File: src/rtl/instr_fetch_unit_pkg.sv
// Shared types and constants for the instruction fetch stage.
// Holds the RAM geometry, the halt opcode and the {pc, instr} entry type,
// plus small PC helpers used by the fetch unit.
package fetch_pkg;

  localparam int ADDR_W    = 10;
  localparam int DATA_W    = 32;
  localparam int MEM_WORDS = 512;

  localparam logic [4:0] HALT_OPCODE = 5'b11011;

  typedef struct packed {
    logic [ADDR_W-1:0] pc;
    logic [DATA_W-1:0] instr;
  } fetch_entry_t;

  // True when the instruction carries the halt opcode in its top five bits.
  function automatic logic is_halt(input logic [DATA_W-1:0] word);
    return (word[31:27] == HALT_OPCODE);
  endfunction

  // Sequential successor of a PC, wrapping silently past the last program word.
  function automatic logic [ADDR_W-1:0] next_pc(input logic [ADDR_W-1:0] pc);
    if (32'(pc) == 32'(MEM_WORDS - 1)) begin
      return {ADDR_W{1'b0}};
    end else begin
      return pc + {{(ADDR_W-1){1'b0}}, 1'b1};
    end
  endfunction

  // Redirect targets outside the program image restart at word 0.
  function automatic logic [ADDR_W-1:0] legal_pc(input logic [ADDR_W-1:0] pc);
    if (32'(pc) >= 32'(MEM_WORDS)) begin
      return {ADDR_W{1'b0}};
    end else begin
      return pc;
    end
  endfunction

endpackage

File: src/rtl/instr_fetch_unit_if.sv
// Bus bundle of the fetch stage: the instruction RAM read port (indx/instr)
// and the valid/ready handshake toward decode.
interface instr_fetch_unit_if;
  import fetch_pkg::*;

  logic [ADDR_W-1:0] indx;
  logic [DATA_W-1:0] instr;
  logic              out_valid;
  logic              out_ready;
  logic [DATA_W-1:0] out_instr;
  logic [ADDR_W-1:0] out_pc;

  // Fetch unit side.
  modport master (
    output indx,
    input  instr,
    output out_valid,
    input  out_ready,
    output out_instr,
    output out_pc
  );

  // RAM / decode side.
  modport slave (
    input  indx,
    output instr,
    input  out_valid,
    output out_ready,
    input  out_instr,
    input  out_pc
  );

endinterface

File: src/rtl/instr_fetch_unit_buffer.sv
// Prefetch buffer: DEPTH-entry synchronous FIFO of {pc, instr} entries.
// Flush empties the buffer in one cycle; the head reads as zero when empty.
module fetch_buffer
  import fetch_pkg::*;
#(
  parameter int DEPTH = 2
) (
  input  logic         clk,
  input  logic         reset_n,
  input  logic         push,
  input  logic         pop,
  input  logic         flush,
  input  fetch_entry_t wr_entry,
  output fetch_entry_t head,
  output logic         full,
  output logic         empty
);

  localparam int PTR_W = (DEPTH > 1) ? $clog2(DEPTH) : 1;
  localparam int CNT_W = PTR_W + 1;

  fetch_entry_t     mem_r [DEPTH];
  logic [PTR_W-1:0] wr_ptr_r;
  logic [PTR_W-1:0] rd_ptr_r;
  logic [CNT_W-1:0] count_r;
  logic             push_ok_s;
  logic             pop_ok_s;

  assign full      = (count_r == CNT_W'(DEPTH));
  assign empty     = (count_r == {CNT_W{1'b0}});
  // A push into a full buffer is only taken when the head leaves the same cycle.
  assign push_ok_s = push && (!full || pop) && !flush;
  assign pop_ok_s  = pop && !empty;

  // Pointer and occupancy bookkeeping; flush wins over push/pop.
  always_ff @(posedge clk or negedge reset_n) begin
    if (!reset_n) begin
      wr_ptr_r <= {PTR_W{1'b0}};
      rd_ptr_r <= {PTR_W{1'b0}};
      count_r  <= {CNT_W{1'b0}};
    end else if (flush) begin
      wr_ptr_r <= {PTR_W{1'b0}};
      rd_ptr_r <= {PTR_W{1'b0}};
      count_r  <= {CNT_W{1'b0}};
    end else begin
      if (push_ok_s) begin
        wr_ptr_r <= wr_ptr_r + {{(PTR_W-1){1'b0}}, 1'b1};
      end
      if (pop_ok_s) begin
        rd_ptr_r <= rd_ptr_r + {{(PTR_W-1){1'b0}}, 1'b1};
      end
      case ({push_ok_s, pop_ok_s})
        2'b10:   count_r <= count_r + {{(CNT_W-1){1'b0}}, 1'b1};
        2'b01:   count_r <= count_r - {{(CNT_W-1){1'b0}}, 1'b1};
        default: count_r <= count_r;
      endcase
    end
  end

  // Entry storage, cleared on reset so no stale word survives a restart.
  always_ff @(posedge clk or negedge reset_n) begin
    if (!reset_n) begin
      for (int i = 0; i < DEPTH; i++) begin
        mem_r[i] <= '0;
      end
    end else if (push_ok_s) begin
      mem_r[wr_ptr_r] <= wr_entry;
    end
  end

  // Head presentation: zero while empty, otherwise the oldest entry.
  always_comb begin
    head = '0;
    if (empty) begin
      head = '0;
    end else begin
      head = mem_r[rd_ptr_r];
    end
  end

endmodule

File: src/rtl/instr_fetch_unit.sv
// Instruction fetch stage: owns the PC, indexes the instruction RAM, captures
// {pc, instr} pairs into a prefetch buffer and serves decode over valid/ready.
// Redirect reloads the PC and flushes the buffer.
// Optional halt-on-opcode support is built when FETCH_HALT_EN is defined;
// without it, halted is constant 0 and no opcode is inspected.
module instr_fetch_unit
  import fetch_pkg::*;
#(
  parameter int                DEPTH    = 2,
  parameter logic [ADDR_W-1:0] RESET_PC = {ADDR_W{1'b0}}
) (
  input  logic               clk,
  input  logic               reset_n,
  input  logic               en,
  input  logic               redirect_valid,
  input  logic [ADDR_W-1:0]  redirect_pc,
  output logic               halted,
  instr_fetch_unit_if.master bus
);

  logic [ADDR_W-1:0] pc_r;
  logic [ADDR_W-1:0] pc_next_s;
  logic              halted_r;
  logic              pop_s;
  logic              push_s;
  logic              halt_hit_s;
  logic              full_s;
  logic              empty_s;
  fetch_entry_t      wr_entry_s;
  fetch_entry_t      head_s;

  // RAM index comes straight from the PC register; no input reaches it combinationally.
  assign bus.indx      = pc_r;
  assign bus.out_valid = !empty_s;
  assign bus.out_instr = head_s.instr;
  assign bus.out_pc    = head_s.pc;
  assign halted        = halted_r;

  assign pop_s  = !empty_s && bus.out_ready;
  assign push_s = en && !redirect_valid && !halted_r && (!full_s || pop_s);

  assign wr_entry_s.pc    = pc_r;
  assign wr_entry_s.instr = bus.instr;

`ifdef FETCH_HALT_EN
  assign halt_hit_s = push_s && is_halt(bus.instr);
`else
  assign halt_hit_s = 1'b0;
`endif

  // Next PC: redirect first, then sequential advance on a push, else hold.
  always_comb begin
    pc_next_s = pc_r;
    if (redirect_valid) begin
      pc_next_s = legal_pc(redirect_pc);
    end else if (push_s) begin
      pc_next_s = next_pc(pc_r);
    end else begin
      pc_next_s = pc_r;
    end
  end

  // Program counter register.
  always_ff @(posedge clk or negedge reset_n) begin
    if (!reset_n) begin
      pc_r <= RESET_PC;
    end else begin
      pc_r <= pc_next_s;
    end
  end

  // Halt flag: set by a pushed halt word, cleared only by redirect or reset.
  always_ff @(posedge clk or negedge reset_n) begin
    if (!reset_n) begin
      halted_r <= 1'b0;
    end else if (redirect_valid) begin
      halted_r <= 1'b0;
    end else if (halt_hit_s) begin
      halted_r <= 1'b1;
    end else begin
      halted_r <= halted_r;
    end
  end

  fetch_buffer #(
    .DEPTH (DEPTH)
  ) u_buffer (
    .clk      (clk),
    .reset_n  (reset_n),
    .push     (push_s),
    .pop      (pop_s),
    .flush    (redirect_valid),
    .wr_entry (wr_entry_s),
    .head     (head_s),
    .full     (full_s),
    .empty    (empty_s)
  );

endmodule

File: src/flat_wrapper.sv
// flat-port wrapper written by rule: the top's interface ports become plain ports
module instr_fetch_unit_flat import fetch_pkg::*;
#(
  parameter int                DEPTH    = 2,
  parameter logic [ADDR_W-1:0] RESET_PC = {ADDR_W{1'b0}}
)
  (clk, reset_n, en, redirect_valid, redirect_pc, halted, bus_indx, bus_instr, bus_out_valid, bus_out_ready, bus_out_instr, bus_out_pc);
  instr_fetch_unit_if bus_i ();
  input  logic clk;
  input  logic reset_n;
  input  logic en;
  input  logic redirect_valid;
  input  logic [ADDR_W-1:0] redirect_pc;
  output logic halted;
  output wire logic [$bits(bus_i.indx)-1:0] bus_indx;
  input wire logic [$bits(bus_i.instr)-1:0] bus_instr;
  output wire logic [$bits(bus_i.out_valid)-1:0] bus_out_valid;
  input wire logic [$bits(bus_i.out_ready)-1:0] bus_out_ready;
  output wire logic [$bits(bus_i.out_instr)-1:0] bus_out_instr;
  output wire logic [$bits(bus_i.out_pc)-1:0] bus_out_pc;
  assign bus_indx = bus_i.indx;
  assign bus_i.instr = bus_instr;
  assign bus_out_valid = bus_i.out_valid;
  assign bus_i.out_ready = bus_out_ready;
  assign bus_out_instr = bus_i.out_instr;
  assign bus_out_pc = bus_i.out_pc;
  instr_fetch_unit #(.DEPTH(DEPTH), .RESET_PC(RESET_PC)) u_core (.clk(clk), .reset_n(reset_n), .en(en), .redirect_valid(redirect_valid), .redirect_pc(redirect_pc), .halted(halted), .bus(bus_i));
endmodule
File: config.mk
export PLATFORM = sky130hd
export DESIGN_NAME = instr_fetch_unit_flat
export DESIGN_NICKNAME = d
export VERILOG_FILES = /design/src/rtl/instr_fetch_unit_pkg.sv /design/src/rtl/instr_fetch_unit_if.sv /design/src/rtl/instr_fetch_unit_buffer.sv /design/src/rtl/instr_fetch_unit.sv /design/src/flat_wrapper.sv
export SDC_FILE = /design/constraint.sdc
export NUM_CORES = 1
export LEC_CHECK = 0
export ABC_AREA = 1
export BUFFER_PORTS_ARGS = -buffer_cell sky130_fd_sc_hd__buf_2
export CELL_PAD_IN_SITES_DETAIL_PLACEMENT = 0
export CELL_PAD_IN_SITES_GLOBAL_PLACEMENT = 1
export CORE_MARGIN = 4
export CORE_UTILIZATION = 43
export DETAILED_ROUTE_END_ITERATION = 8
export GPL_TIMING_DRIVEN = 0
export PLACE_DENSITY_LB_ADDON = 0.12
export SLEW_MARGIN = 20
export SYNTH_ARGS = -nofsm -noshare
export SYNTH_HDL_FRONTEND = slang
export SYNTH_SLANG_ARGS = --single-unit
File: constraint.sdc
create_clock -name clk -period 3.85 [get_ports clk]
set_clock_uncertainty 0.05 [all_clocks]
set_input_delay 0.77 -clock clk [delete_from_list [all_inputs] [get_ports clk]]
set_output_delay 0.77 -clock clk [all_outputs]
set_load 0.01 [all_outputs]
==> reports/metrics.yaml, run 1 <==
worst_setup_path:
  slowest_stage: "clkbuf_1"
  critPathKind: "register to output pin"
  crit_fanout: 10
  critPathTopFamily: "buffers and inverters"
  worstSetupStartpointType: "register"
  crit_arrival_ns: 1.98
  critPathBufInv: 2
  cp.required_ns: 3.03
  path_cells: "nor2_2 -> clkbuf_1 -> a21oi_1 -> buf_2"
  critical_path.startpoint: "u_core.u_buffer.count_r[0]"
  critPathCaptureType: "output pin"
  rrSetupSlack_ns: 2.09
  rr_endpoint: "u_core.bus.indx[1]"
  slowest_delay_ns: 0.49
  rr_startpoint: "u_core.bus.indx[0]"
  r2r_cells: 6
grt:
  grt_max_degree: 55
  grt_pass1_vias: 4268
  grt_usage_pct: 20.46
  grt_antenna_before_repair: 0
  grt_pass1_wl_um: 21020
  overflow: 0
cts:
  cts-htree-levels: 3
  cts_buffer_depth: 2
  root_buffer: "clkbuf_8"
  cts_made_buffers: 9
  clock_sinks: 98
  cts_tree: "built"
  cts.clk_slew.worst_paths_ns: 0.09
  cts_resized: 0
  hold_buffers: 0
  postCtsSetupBuffers: 0
  clk_latency_ns: 0.35
floorplanning:
  io_pins: 101
  num_rows: 38
  core_um2: 10840
  chipWidth_um: 113.2
  start_util_pct: 43.88
  dieArea_um2: 12810
  die_h_um: 113.2
synthesis:
  synth_common_cells: "nand2_1, dfrtp_1, o21ai_0"
  synth_top_area_share_pct: 51.55
  synth-seq-area-share_pct: 51.55
  yosysMostFrequentCell: "nand2_1"
  netlist_area_um2: 4757
  ys_types: 30
  ys_seq_elements: 98
  ys_async_sr_fraction_pct: 100.0
  synth-edff-count: 0
  yosysTopAreaCell: "dfrtp_1"
  yosys-top-cells-area: "dfrtp_1, nand2_1, o21ai_0"
  syn_nets: 629
  syn_inst: 581
  avgSynthCellArea_um2: 8.188
  yosys_warnings: 0
  synth-main-ff-cell: "dfrtp_1"
power_and_ir_drop:
  peakVddDrop_uv: 184.3
  switching_share_pct: 33.46
  p_sw_uw: 947.8
  pwr-share-clk_pct: 24.2
  p_per_area_nw_per_um2: 499.9
  power.total_mw: 2.833
  power_frac_comb_pct: 26.3
  intPower_mw: 1.885
  p_seq_share_pct: 49.5
  p_leak_nw: 2.911
finish:
  final_nets: 740
  area_delta_synth_final_pct: 19.12
  drive_gt1_share_pct: 23.96
  diodes: 0
  final_util_pct: 52.27
run:
  cap_violations: 0
detailed_routing:
  routed_via_density: 5.054
  drc: 0
  num_vias: 4230
  drt_wl_total_um: 12540
  ant_nets: 0
  first_pass_iters: 4
  avgRoutedWirePerCell_um: 14.98
  dr.first_iter.drc_count: 304
timing:
  post-route-period-util_pct: 72.69
  slew_viol_final: 0
  setup_viol: 0
  hold-worst-slack_ns: 0.2855
  fmax_ghz: 0.3573
  slew_headroom_pct: 61.15
  final.min_clock_period_ns: 2.798
  final_hold_viol_count: 0
  timing.setup.tns_ns: 0
  rsz0062_at_grt: "false"
  tightest_slew_ns: 0.5806
status:
  run_status: "completed"
worst_hold_path:
  hold_class: "primary input to asynchronous set/reset pin"
placed_design:
  dp_hpwl_um: 8839
  gp_congestion: 0.8403
  io_buffers: 99
registers in the layout (all words and copies together), names as in the netlist:
register / cells
u_core.bus.indx: 10
u_core.u_buffer.count_r: 2
u_core.u_buffer.mem_r: 84
u_core.u_buffer.rd_ptr_r: 1
u_core.u_buffer.wr_ptr_r: 1
power groups by stage:
stage / sequential, mW / clock (mW) / combinational, mW
global route: 1.43 / 0.751 / 0.861
global placement: 1.41 / 0 / 0.735
finish: 1.40 / 0.684 / 0.745
floorplan: 1.40 / 0 / 0.498
CTS: 1.40 / 0.700 / 0.762
detailed placement: 1.42 / 0 / 0.759
how the worst max path moves through the flow:
stage / endpoint / depth (start not counted)
after floorplan: bus_out_instr[0] / 5
after global placement: u_core.u_buffer.mem_r[76] / 1
after detailed placement: bus_out_instr[28] / 4
after CTS: bus_out_instr[28] / 4
after global routing: bus_out_instr[28] / 4
final: bus_out_instr[17] / 4
through the flow:
stage | instances | area (µm²) | setup WS, ns
6_report | 837 | 5667 | 1.052
5_1_grt | 837 | 5667 | 0.8828
2_1_floorplan | 581 | 4757 | 1.900
4_1_cts | 837 | 5667 | 1.007
3_3_place_gp | 820 | 5428 | 0.9446
3_5_place_dp | 821 | 5461 | 1.407
routing by layer:
| layer | vias up | part of all wire, % | global-route usage [%] | routed length, µm |
|---|---|---|---|---|
| met4 | 0 | 1.3 | 6.330 | 165 |
| met1 | 2019 | 45 | 27.73 | 5687 |
| met5 | - | 0 | 0 | 0 |
| met3 | 14 | 4.2 | 2.406 | 531 |
| met2 | 119 | 49 | 34.48 | 6153 |
| li1 | 2078 | - | - | - |
logic make-up after synthesis:
| logic type | Yosys count | synth area share (%) |
|---|---|---|
| simple gates | 245 | 20.52 |
| compound gates | 146 | 18.04 |
| flops | 98 | 51.55 |
| buf+inv | 88 | 9.179 |
| xor+xnor | 2 | 0.3683 |
| fa+ha+maj | 1 | 0.2630 |
| other cells | 1 | 0.07883 |
cell usage in the layout, fill, tap and decap left out, types with 2 or more instances in the layout:
cell type     n
a21oi_1      49
clkbuf_1     19
buf_6        14
nor2_1       16
o21ai_0      52
dfrtp_1      98
o21ai_2      29
o21ai_1       8
nand2_2       2
nand3_1       9
nand2_1     206
clkbuf_8     11
o211ai_1      3
a22oi_1       3
inv_1        51
nand4_1       8
clkinvlp_4    2
buf_2       100
layout make-up:
cell class              instances  area [µm²]
plain buffers                  34       231.5
clock buffers                  12       155.1
clock inverters                 4       50.05
fillers                      1089        5174
inverters                      54       205.2
multi-input cells             395        1868
flip-flops and latches         98        2452
well taps                     140       175.2
repair buffers                100       529.3
Note: power is estimated with default switching activity, not from simulation.
==> run 2, diff against run 1 <==
CORE_UTILIZATION = 36   (was 43)
clock period = 2.25 ns   (was 3.85 ns; I/O delays follow)
==> reports/metrics.yaml, run 2 (same netlist as run 1, synthesis figures left out) <==
finish:
  area_delta_synth_final_pct: 22.88
  final_nets: 741  # +0.14%
  diodes: 0  # unchanged
  drive_gt1_share_pct: 25.79  # +1.8 points
  mostFrequentLayoutCells: "nand2_1, buf_2, dfrtp_1, o21ai_0, inv_1"
  largest_reg_flops: 84  # unchanged
  final_common_cell: "nand2_1"
  largest-register: "u_core.u_buffer.mem_r"
power_and_ir_drop:
  p_leak_nw: 3.006  # +3.3%
  intPower_mw: 3.573  # +90%
  p_seq_share_pct: 45.9  # -3.6 points
  power_frac_comb_pct: 24.7  # -1.6 points
  peakVddDrop_uv: 343.7  # +87%
  p_sw_mw: 1.666  # +76%
  p_per_area_nw_per_um2: 896.1  # +79%
  switching_share_pct: 31.80  # -1.7 points
  pwr-share-clk_pct: 29.5  # +5.3 points
timing:
  slew_headroom_pct: 57.62  # -3.5 points
  hold-worst-slack_ns: 0.2889  # +0.003381 ns
  final_hold_viol_count: 0  # unchanged
  rsz0062_at_grt: "true"
  slew_viol_final: 0  # unchanged
  fmax_ghz: 0.4565
  tightest_slew_ns: 0.6334  # +0.05282 ns
  post-route-period-util_pct: 97.35
  final.min_clock_period_ns: 2.190
  setup_viol: 0  # unchanged
  timing.setup.tns_ns: 0  # unchanged
worst_setup_path:
  r2r_cells: 6  # unchanged
  critPathCaptureType: "output pin"
  critPathKind: "register to output pin"
  cp.required_ns: 1.75  # -1.28 ns
  crit_arrival_ns: 1.69  # -0.29 ns
  worstSetupStartpointType: "register"
  crit_fanout: 10  # unchanged
placed_design:
  dp_hpwl_um: 8949  # +1.3%
  io_buffers: 99  # unchanged
  gp_congestion: 0.8133  # -3.2%
cts:
  cts.clk_slew.worst_paths_ns: 0.07  # -0.02 ns
  clk_latency_ns: 0.35  # about the same
  postCtsSetupBuffers: 0  # unchanged
  cts-htree-levels: 3  # unchanged
  root_buffer: "clkbuf_16"
  clock_sinks: 98  # unchanged
  cts_tree: "built"
  cts_made_buffers: 9  # unchanged
  cts_buffer_depth: 2  # unchanged
detailed_routing:
  drt_wl_total_um: 12960  # +3.4%
  first_pass_iters: 4  # unchanged
  num_vias: 4169  # -1.4%
  drc: 0  # unchanged
  ant_nets: 0  # unchanged
  dr.first_iter.drc_count: 266  # -13%
  avgRoutedWirePerCell_um: 14.90  # -0.54%
  routed_via_density: 4.792  # -5.2%
floorplanning:
  core_um2: 12770  # +18%
  num_rows: 41  # +7.9%
  start_util_pct: 37.24  # -6.6 points
  chipWidth_um: 123.0  # +8.6%
  dieArea_um2: 15120  # +18%
  die_h_um: 123.0  # +8.6%
  io_pins: 101  # unchanged
grt:
  grt_usage_pct: 17.93  # -2.5 points
  grt_antenna_before_repair: 0  # unchanged
  grt_pass1_vias: 4164  # -2.4%
  grt_pass1_wl_um: 21070  # +0.20%
  overflow: 0  # unchanged
  grt_max_degree: 58  # +5.5%
worst_hold_path:
  worstHoldPathCells: 3
  hold_class: "primary input to register"
run:
  cap_violations: 0  # unchanged
status:
  run_status: "completed"
## run 2: repair_timing
action | in CTS | in global routing
cloned | 0 | 0
setup endpoints to repair | 41 | 40
gates resized for setup | 16 | 4
hold buffers | 1 | 0
hold endpoints to repair | 41 | 0
## run 2: final timing paths
path / slack [ns] / end / startpoint
worst min register to register: 0.43 / u_core.u_buffer.mem_r[82] / u_core.u_buffer.mem_r[82]
max in group asynchronous: 0.99 / u_core.bus.indx[6] / reset_n
min in group asynchronous: 0.54 / u_core.u_buffer.mem_r[19] / reset_n
worst min-delay path: 0.29 / u_core.bus.indx[1] / redirect_pc[1]
worst max-delay path: 0.06 / bus_out_instr[22] / u_core.u_buffer.rd_ptr_r
worst max register to register: 0.37 / u_core.bus.indx[0] / u_core.bus.indx[0]
## run 2: area by class of cell
cell class / instances / area (µm²)
well taps: 172 / 215.2
clock buffers: 15 / 297.8
flip-flops and latches: 98 / 2452
clock inverters: 1 / 5.005
repair buffers: 101 / 539.3
plain buffers: 34 / 254.0
multi-input cells: 395 / 1873
inverters: 54 / 209.0
fillers: 1320 / 6928
## run 2: power by group through the flow
| stage | clock network [mW] | logic [mW] | registers (mW) |
|---|---|---|---|
| final | 1.54 | 1.29 | 2.40 |
| after global routing | 1.65 | 1.48 | 2.46 |
| after CTS | 1.58 | 1.32 | 2.40 |
| after detailed placement | 0 | 1.30 | 2.43 |
| after global placement | 0 | 1.27 | 2.42 |
| after floorplan | 0 | 0.852 | 2.39 |
## run 2: critical path, stage by stage (launching register included)
cell and delay [ns]:
dfrtp_1 0.35, buf_2 0.19, clkinvlp_4 0.15, buf_2 0.26, nand2_1 0.08, a21oi_1 0.16, buf_2 0.16
## run 2: routing by layer
layer  wire length, µm  track usage [%]  up-vias
met4               239            6.858        0
met2              6257            29.48       98
met1              5902            24.00     1966
met3               564            2.653       16
met5                 0                0        -
li1                  -                -     2089
## run 2: per-stage QoR
step | power [mW] | std cells | cell area, µm² | setup slack (ns) | utilization [%]
2_1_floorplan | 3.242 | 581 | 4757 | 0.6202 | -
3_3_place_gp | 3.682 | 852 | 5468 | -0.3659 | 42.81
3_5_place_dp | 3.732 | 853 | 5502 | 0.1437 | 43.07
4_1_cts | 5.310 | 870 | 5842 | 0.005268 | 45.73
5_1_grt | 5.584 | 870 | 5846 | -0.04615 | 45.76
6_report | 5.238 | 870 | 5846 | 0.05964 | 45.76
